--- config.mk ---
export PLATFORM = sky130hd
export DESIGN_NAME = divider_unit
export DESIGN_NICKNAME = d
export VERILOG_FILES = /design/src/rtl/divider_unit.sv
export SDC_FILE = /design/constraint.sdc
export NUM_CORES = 1
export LEC_CHECK = 0
export CAP_MARGIN = 30
export CELL_PAD_IN_SITES_DETAIL_PLACEMENT = 1
export CELL_PAD_IN_SITES_GLOBAL_PLACEMENT = 2
export CORE_UTILIZATION = 40
export CTS_BUF_LIST = sky130_fd_sc_hd__clkbuf_8
export DETAILED_ROUTE_END_ITERATION = 10
export DONT_BUFFER_PORTS = 1
export PLACE_DENSITY_LB_ADDON = 0.08
export SLEW_MARGIN = 0
export SYNTH_ARGS = -nofsm -noshare
export SYNTH_HDL_FRONTEND = slang
export SYNTH_SLANG_ARGS = --single-unit
export TNS_END_PERCENT = 1
--- constraint.sdc ---
create_clock -name i_clk -period 6.4 [get_ports i_clk]
set_input_delay 1.92 -clock i_clk [delete_from_list [all_inputs] [get_ports i_clk]]
set_output_delay 1.92 -clock i_clk [all_outputs]
set_load 0.005 [all_outputs]
--- src/rtl/divider_unit.sv ---
// Multi-cycle RV32M divide/remainder unit: 32-step radix-2 restoring divider with register-file writeback.
// Optional macro DIVIDER_FASTPATH_EN sends divide-by-zero and signed overflow straight from IDLE to DONE.
module divider_unit (
    input  logic        i_clk,
    input  logic        i_arst_n,
    input  logic        i_start,
    input  logic [1:0]  i_op,
    input  logic [31:0] i_dividend,
    input  logic [31:0] i_divisor,
    input  logic [4:0]  i_rd,
    output logic        o_busy,
    output logic        o_writeEnable,
    output logic [4:0]  o_writeAddress,
    output logic [31:0] o_writeData
);

    typedef enum logic [1:0] {
        S_IDLE   = 2'd0,
        S_DIVIDE = 2'd1,
        S_DONE   = 2'd2
    } state_e;

    state_e      state_q, state_d;
    logic [4:0]  count_q, count_d;
    logic [1:0]  op_q, op_d;
    logic [31:0] dividend_q, dividend_d;
    logic [31:0] divisor_q, divisor_d;
    logic [31:0] rem_q, rem_d;
    logic [31:0] quo_q, quo_d;
    logic [4:0]  rd_q, rd_d;
    logic        neg_quo_q, neg_quo_d;
    logic        neg_rem_q, neg_rem_d;
    logic        zero_q, zero_d;
    logic        ovf_q, ovf_d;
    logic [31:0] wdata_q, wdata_d;
    logic [4:0]  waddr_q, waddr_d;

    // Operand decode for the request presented in IDLE
    logic        signed_in;
    logic        a_neg_in, b_neg_in;
    logic [31:0] a_mag_in, b_mag_in;
    logic        zero_in, ovf_in, fast_in;

    assign signed_in = ~i_op[0];
    assign a_neg_in  = signed_in & i_dividend[31];
    assign b_neg_in  = signed_in & i_divisor[31];
    assign a_mag_in  = a_neg_in ? (32'd0 - i_dividend) : i_dividend;
    assign b_mag_in  = b_neg_in ? (32'd0 - i_divisor) : i_divisor;
    assign zero_in   = (i_divisor == 32'd0);
    assign ovf_in    = signed_in && (i_dividend == 32'h8000_0000) && (i_divisor == 32'hFFFF_FFFF);

`ifdef DIVIDER_FASTPATH_EN
    assign fast_in = zero_in | ovf_in;
`else
    assign fast_in = 1'b0;
`endif

    // Architected results for the two corner cases; the long path uses the same override
    function automatic logic [31:0] special_result(input logic [1:0] op, input logic is_zero,
                                                   input logic [31:0] dividend);
        logic [31:0] res;
        if (is_zero) res = op[1] ? dividend : 32'hFFFF_FFFF;
        else         res = op[1] ? 32'd0    : 32'h8000_0000;
        return res;
    endfunction

    // One restoring step: shift in the next dividend bit, subtract if it fits
    logic [32:0] shifted, trial;
    logic        fits;
    logic [31:0] rem_step, quo_step;
    logic [31:0] quo_signed, rem_signed, final_res;

    assign shifted  = {rem_q, quo_q[31]};
    assign trial    = shifted - {1'b0, divisor_q};
    assign fits     = ~trial[32];
    assign rem_step = fits ? trial[31:0] : shifted[31:0];
    assign quo_step = {quo_q[30:0], fits};

    assign quo_signed = neg_quo_q ? (32'd0 - quo_step) : quo_step;
    assign rem_signed = neg_rem_q ? (32'd0 - rem_step) : rem_step;
    assign final_res  = (zero_q || ovf_q) ? special_result(op_q, zero_q, dividend_q)
                                          : (op_q[1] ? rem_signed : quo_signed);

    // FSM: state register
    always_ff @(posedge i_clk or negedge i_arst_n) begin
        if (!i_arst_n) state_q <= S_IDLE;
        else           state_q <= state_d;
    end

    // FSM: next state
    always_comb begin
        state_d = state_q;
        case (state_q)
            S_IDLE:   if (i_start) state_d = fast_in ? S_DONE : S_DIVIDE;
            S_DIVIDE: if (count_q == 5'd31) state_d = S_DONE;
            S_DONE:   state_d = S_IDLE;
            default:  state_d = S_IDLE;
        endcase
    end

    // FSM: outputs
    always_comb begin
        o_busy         = (state_q != S_IDLE);
        o_writeEnable  = (state_q == S_DONE) && (waddr_q != 5'd0);
        o_writeAddress = waddr_q;
        o_writeData    = wdata_q;
    end

    // Datapath next-state
    always_comb begin
        count_d    = count_q;
        op_d       = op_q;
        dividend_d = dividend_q;
        divisor_d  = divisor_q;
        rem_d      = rem_q;
        quo_d      = quo_q;
        rd_d       = rd_q;
        neg_quo_d  = neg_quo_q;
        neg_rem_d  = neg_rem_q;
        zero_d     = zero_q;
        ovf_d      = ovf_q;
        wdata_d    = wdata_q;
        waddr_d    = waddr_q;
        case (state_q)
            S_IDLE: begin
                if (i_start) begin
                    count_d    = 5'd0;
                    op_d       = i_op;
                    dividend_d = i_dividend;
                    divisor_d  = b_mag_in;
                    rem_d      = 32'd0;
                    quo_d      = a_mag_in;
                    rd_d       = i_rd;
                    neg_quo_d  = a_neg_in ^ b_neg_in;
                    neg_rem_d  = a_neg_in;
                    zero_d     = zero_in;
                    ovf_d      = ovf_in;
                    if (fast_in) begin
                        wdata_d = special_result(i_op, zero_in, i_dividend);
                        waddr_d = i_rd;
                    end
                end
            end
            S_DIVIDE: begin
                rem_d   = rem_step;
                quo_d   = quo_step;
                count_d = count_q + 5'd1;
                if (count_q == 5'd31) begin
                    wdata_d = final_res;
                    waddr_d = rd_q;
                end
            end
            default: ;
        endcase
    end

    always_ff @(posedge i_clk or negedge i_arst_n) begin
        if (!i_arst_n) begin
            count_q    <= 5'd0;
            op_q       <= 2'd0;
            dividend_q <= 32'd0;
            divisor_q  <= 32'd0;
            rem_q      <= 32'd0;
            quo_q      <= 32'd0;
            rd_q       <= 5'd0;
            neg_quo_q  <= 1'b0;
            neg_rem_q  <= 1'b0;
            zero_q     <= 1'b0;
            ovf_q      <= 1'b0;
            wdata_q    <= 32'd0;
            waddr_q    <= 5'd0;
        end else begin
            count_q    <= count_d;
            op_q       <= op_d;
            dividend_q <= dividend_d;
            divisor_q  <= divisor_d;
            rem_q      <= rem_d;
            quo_q      <= quo_d;
            rd_q       <= rd_d;
            neg_quo_q  <= neg_quo_d;
            neg_rem_q  <= neg_rem_d;
            zero_q     <= zero_d;
            ovf_q      <= ovf_d;
            wdata_q    <= wdata_d;
            waddr_q    <= waddr_d;
        end
    end

endmodule

---- Word level (Yosys, flattened, before mapping) ----
Index checks and enable logic that the tools add are counted.
word-level totals
  bits in registers ....................... 183
  logic and storage cells ................. 64
  output and inout port bits .............. 39
  bits of input ports ..................... 74
cells by class
  reduce and logical (&&, ||, !) cells .... 13
  mux-type cells .......................... 19
  equal/unequal tests ..................... 7
  bitwise operators ....................... 5
  add/sub/neg operators ................... 6
operator list
  operator                                                              count
  32-bit two-way mux                                                    12
  32-bit case mux with 2 select lines                                   2
  1-bit by 32-bit subtractor with 32-bit output (first input constant)  4
  32-bit == test (second input constant)                                2
  33-bit by 32-bit subtractor with 33-bit output                        1
  32-bit logical NOT                                                    1
  5-bit case mux with 2 select lines                                    1
  2-bit AND reduction                                                   4
  5-bit by 1-bit adder with 5-bit output (second input constant)        1
  5-bit == test (second input constant)                                 1
  5-bit two-way mux                                                     1
  5-bit nonzero test                                                    1
  2-bit two-way mux                                                     2
  2-bit != test (second input constant)                                 2
  2-bit case mux with 2 select lines                                    1
  2-bit nonzero test                                                    2
  1-bit logical AND                                                     3
  1-bit AND                                                             2
  2-bit by 1-bit == test with 1-bit output (second input constant)      1
  2-bit == test (second input constant)                                 1
  2-bit logical NOT                                                     1
  1-bit NOT                                                             2
  1-bit logical OR                                                      1
  1-bit XOR                                                             1

---- Depth between registers and ports, before layout ----
  depth after elaboration ................. 6
  mapped depth ............................ 24
  mapped depth without buffers ............ 21

---- Worst setup path before layout ----
Ideal clock, no wire load.
  path kind ............................... register -> register
  start point ............................. register rem_q[26]
  end point ............................... register wdata_q[28], in the netlist o_writeData[28]
  cell stages (with the launch flop) ...... 24
  data arrival time ....................... 5.254 ns
  period minus slack after synthesis ...... 5.386 ns
  slack ................................... 1.014 ns
  buffers on the path ..................... 4
  required time ........................... 6.268 ns
  library setup time ...................... 0.132 ns
  cell sequence ........................... dfrtp_1 > ha_1 > buf_2 > a21o_1 > a21o_1 > nor4_4 > o31ai_2 > nor3_4 > nor2_4 > inv_4 > clkbuf_1 > clkbuf_1 > buf_2 > nor2_1 > a21oi_1 > ha_1 > inv_1 > nor3_1 > or4b_1 > a22o_1 > or4_4 > o31ai_2 > xnor2_1 > o21ai_1
between the ends
  cells in the longest elaborated chain, start to end .. 6
  elaborated cells on any way between the ends .. 9
  those cells by class .................... 3 x add/sub; 5 x mux; 1 x bitwise
ends and longest elaborated chain
  element                                                                  line    source
  from (decl)                                                              28      logic [31:0] rem_q, rem_d;
  from (signal assigned)                                                   177     rem_q <= rem_d;
  33-bit by 32-bit subtractor with 33-bit output                           74      assign trial = shifted - {1'b0, divisor_q};
  32-bit two-way mux or 1-bit NOT (tied branches)                          76, 75
  1-bit by 32-bit subtractor with 32-bit output, on equally long branches  80, 79
  32-bit two-way mux, on equally long branches                             80, 79
  32-bit two-way mux *                                                     82      : (op_q[1] ? rem_signed : quo_signed);
  32-bit two-way mux *                                                     81      assign final_res = (zero_q || ovf_q) ? special_result(op_q, zero_q, dividend_q)
  to (signal assigned)                                                     184     wdata_q <= wdata_d;
  to (decl)                                                                35      logic [31:0] wdata_q, wdata_d;
Every way passes the cells marked *; elsewhere a longest branch is shown, timed or not.
A chain may end at the register's enable or synchronous reset.

---- Worst setup path after layout ----
  start point ............................. register rem_q[27]
  end point ............................... register wdata_q[28], in the netlist o_writeData[28]
Same word-level chain as after synthesis.

==> out/results.txt <==
largest net degree at the start of global routing - 183
Routed Wire Length - 48600 um
Netlist cell types - 86
max_slew headroom - 30.6%
DP HPWL - 36200 um
worst clock skew - 30.4 ps
Max VDD drop - 280 uV
Power Dens Cells - 682 nW/um^2
count of pins over their slew limit - 0
Worst Setup End Kind - register
Vias - 12373
initial core utilization - 40.7%
first-pass GRT wire length - 75200 um
# resized after CTS - 0
YS warnings - 0
GRT Overall Usage - 29.4%
die area - 33900 sq um
Post-CTS Setup Bufs - 0
fmax - 196 MHz
type of the worst min-delay path - register to register
antenna violations before repair - 4
worst slew pin tran - 1040 ps
Post-Syn Area - 13300 sq um
Synth top area share - 34.4%
Synth Flop Type - dfrtp_1
CTS root buf - clkbuf_8
Die W - 184 um
setup violators final - 0
Synth-to-Final Area Change - 5.00%
htree depth - 4
Critical Path AT - 5460 ps
core utilization of the finished layout - 42.8%
setup TNS - 0 ps
CP startpoint kind - register
outcome - completed
crit share post-route - 79.6%
FP Rows - 66
residual DRC count - 0
Clock Latency Late Sink - 520 ps
Tot Pwr - 9.50 mW
RSZ-0062 raised after global routing - no
wire length per cell - 23.7 um
#FFs+latches synth - 182
EDFF count, synth - 0
hold_buf cts - 0
CP Class - register to register
MaxCap Viol Count - 0
I/O Pins - 113
Synth area leaders - dfrtp_1, o21ai_0, nand2_1, xnor2_1, ha_1
Worst EP required - 6770 ps
vias in the first global route - 12640
DRT Pass-1 Iters - 7
Mapped Cells - 1651
r2r worst-path depth - 19
final hold violations - 0
Avg Cell Area, Syn - 8.03 sq um
Syn Nets - 1765
CTS tree - yes
core area - 32500 sq um
Num CTS Buffers - 17
via/cell ratio - 6.04
layout cell share with drive strength beyond 1 - 5.61%
Final Critical Period - 5100 ps
Starting DRT DRC Count - 1006
NumNets Final - 1709
Leak - 5.68 nW
clk buf depth - 2
antenna cells - 0
Die Span Y - 184 um
antenna violation net count after detailed routing - 0
I/O Buffers - 0
clock sinks - 182
Yosys top cell by area - dfrtp_1
Seq/Total Area, Yosys - 34.4%
r2r setup slk - 1300 ps
Post-synth ARST share - 100%
placer congestion estimate - 0.882
fill count - 3988
Reg clk slew, reported paths - 100 ps
GRT overflow - 0
Hold Path Cell Cnt - 2
CP max FO - 11
-- final timing paths --
path,start,endpoint
setup / recovery,rem_q[27],o_writeData[28]
hold / removal,rd_q[0],o_writeAddress[0]
setup reg to reg,rem_q[27],o_writeData[28]
hold reg to reg,rd_q[0],o_writeAddress[0]
max in group asynchronous,i_arst_n,o_writeData[20]
min in group asynchronous,i_arst_n,rem_q[20]
-- state kept, by name (all words and copies together) (netlist names) --
| signal | flops |
|---|---|
| zero_q | 1 |
| rd_q | 5 |
| neg_rem_q | 1 |
| count_q | 5 |
| o_writeData | 32 |
| neg_quo_q | 1 |
| dividend_q | 32 |
| state_q | 2 |
| divisor_q | 32 |
| rem_q | 32 |
| o_writeAddress | 5 |
| op_q | 1 |
| ovf_q | 1 |
| quo_q | 32 |
-- per-layer routing --
layer	wire length (um)	global-route usage, %	vias to the layer above
li1	-	-	5862
met1	22800	40.2	6161
met2	22300	46.6	295
met3	2340	5.53	55
met4	1140	9.20	0
met5	0	0	-
-- area by class of cell --
type / count / area (sq um) / area share (%)
clock buffer: 17 / 234 / 1.68
tap: 442 / 553 / 3.97
multi-input combinational: 1318 / 8100 / 58.2
sequential: 182 / 4550 / 32.7
timing repair buffer: 21 / 158 / 1.13
clock inverter: 12 / 110 / 0.791
inverter: 55 / 209 / 1.50
-- through the flow --
step | std cells | cell area, sq um | hold WS (ps) | worst slack [ps]
final | 2047 | 13900 | 478 | 1300
after global routing | 2047 | 13900 | 497 | 949
after CTS | 2046 | 13900 | 481 | 1310
after detailed placement | 2017 | 13600 | 457 | 1350
after global placement | 2017 | 13600 | 452 | 1450
after floorplan | 1651 | 13300 | 438 | 1010
-- placed cells by master, fill, tap and decap left out, drive strengths merged, types with 16 or more instances in the layout --
cell type | Yosys | routed
a21o | 19 | 19
a21oi | 83 | 83
a22oi | 31 | 31
and3 | 16 | 16
buf | 15 | 21
clkbuf | 80 | 17
dfrtp | 182 | 182
ha | 39 | 39
inv | 55 | 56
mux2i | 28 | 28
nand2 | 259 | 259
nand3 | 55 | 55
nand4 | 24 | 24
nor2 | 106 | 106
nor3 | 41 | 41
nor4 | 24 | 24
o21ai | 208 | 208
o31ai | 36 | 36
or3 | 17 | 17
xnor2 | 77 | 77
xor2 | 47 | 47
-- logic make-up (layout without fill, tap and decap cells) --
family	after synthesis	in the layout	share of synthesized area [%]
AO/OA/AOI/OAI	512	512	24.4
flip-flops	182	182	34.4
AND/OR/NAND/NOR	606	606	21.6
adder cells (fa/ha/maj)	40	40	3.83
buffers and inverters	151	105	4.73
multiplexers	36	36	2.82
XOR/XNOR	124	124	8.20
-- Yosys cell counts (9+ instances only) --
cell and count:
o41ai_1 12, o21ai_0 200, and2_1 10, a31oi_1 12
o211ai_1 13, nand4_1 24, a211oi_1 11, xor2_1 47
nor2_1 104, or4_1 14, nor2b_1 9, a21oi_1 82
dfrtp_1 182, nand3_1 55, and3_1 15, a21o_1 19
ha_1 39, a221oi_1 15, inv_1 54, o31ai_1 34
nor3_1 40, or3_1 17, a22oi_1 31, xnor2_1 77
nand2_1 259, mux2i_1 28, nor4_1 23, clkbuf_1 77
-- where the power goes --
group / internal, mW / leakage, nW / switching [mW]
registers: 1.68 / 2.28 / 0.556
clock network: 0.301 / 0.166 / 0.467
logic: 2.30 / 3.23 / 4.19
-- critical path, stage by stage (launching register included) --
cell	delay [ps]
dfrtp_1	430
ha_1	480
nand4_1	240
or3_1	430
nor3_1	200
o21ai_1	180
a21oi_4	220
nor2_4	80
inv_4	100
nor2_1	50
a21oi_1	220
ha_1	270
inv_1	80
nor3_1	170
or4b_1	470
a22o_1	300
or4_4	550
o31ai_2	270
xnor2_1	150
o21ai_1	70
Power figures use the tool's default switching activity.
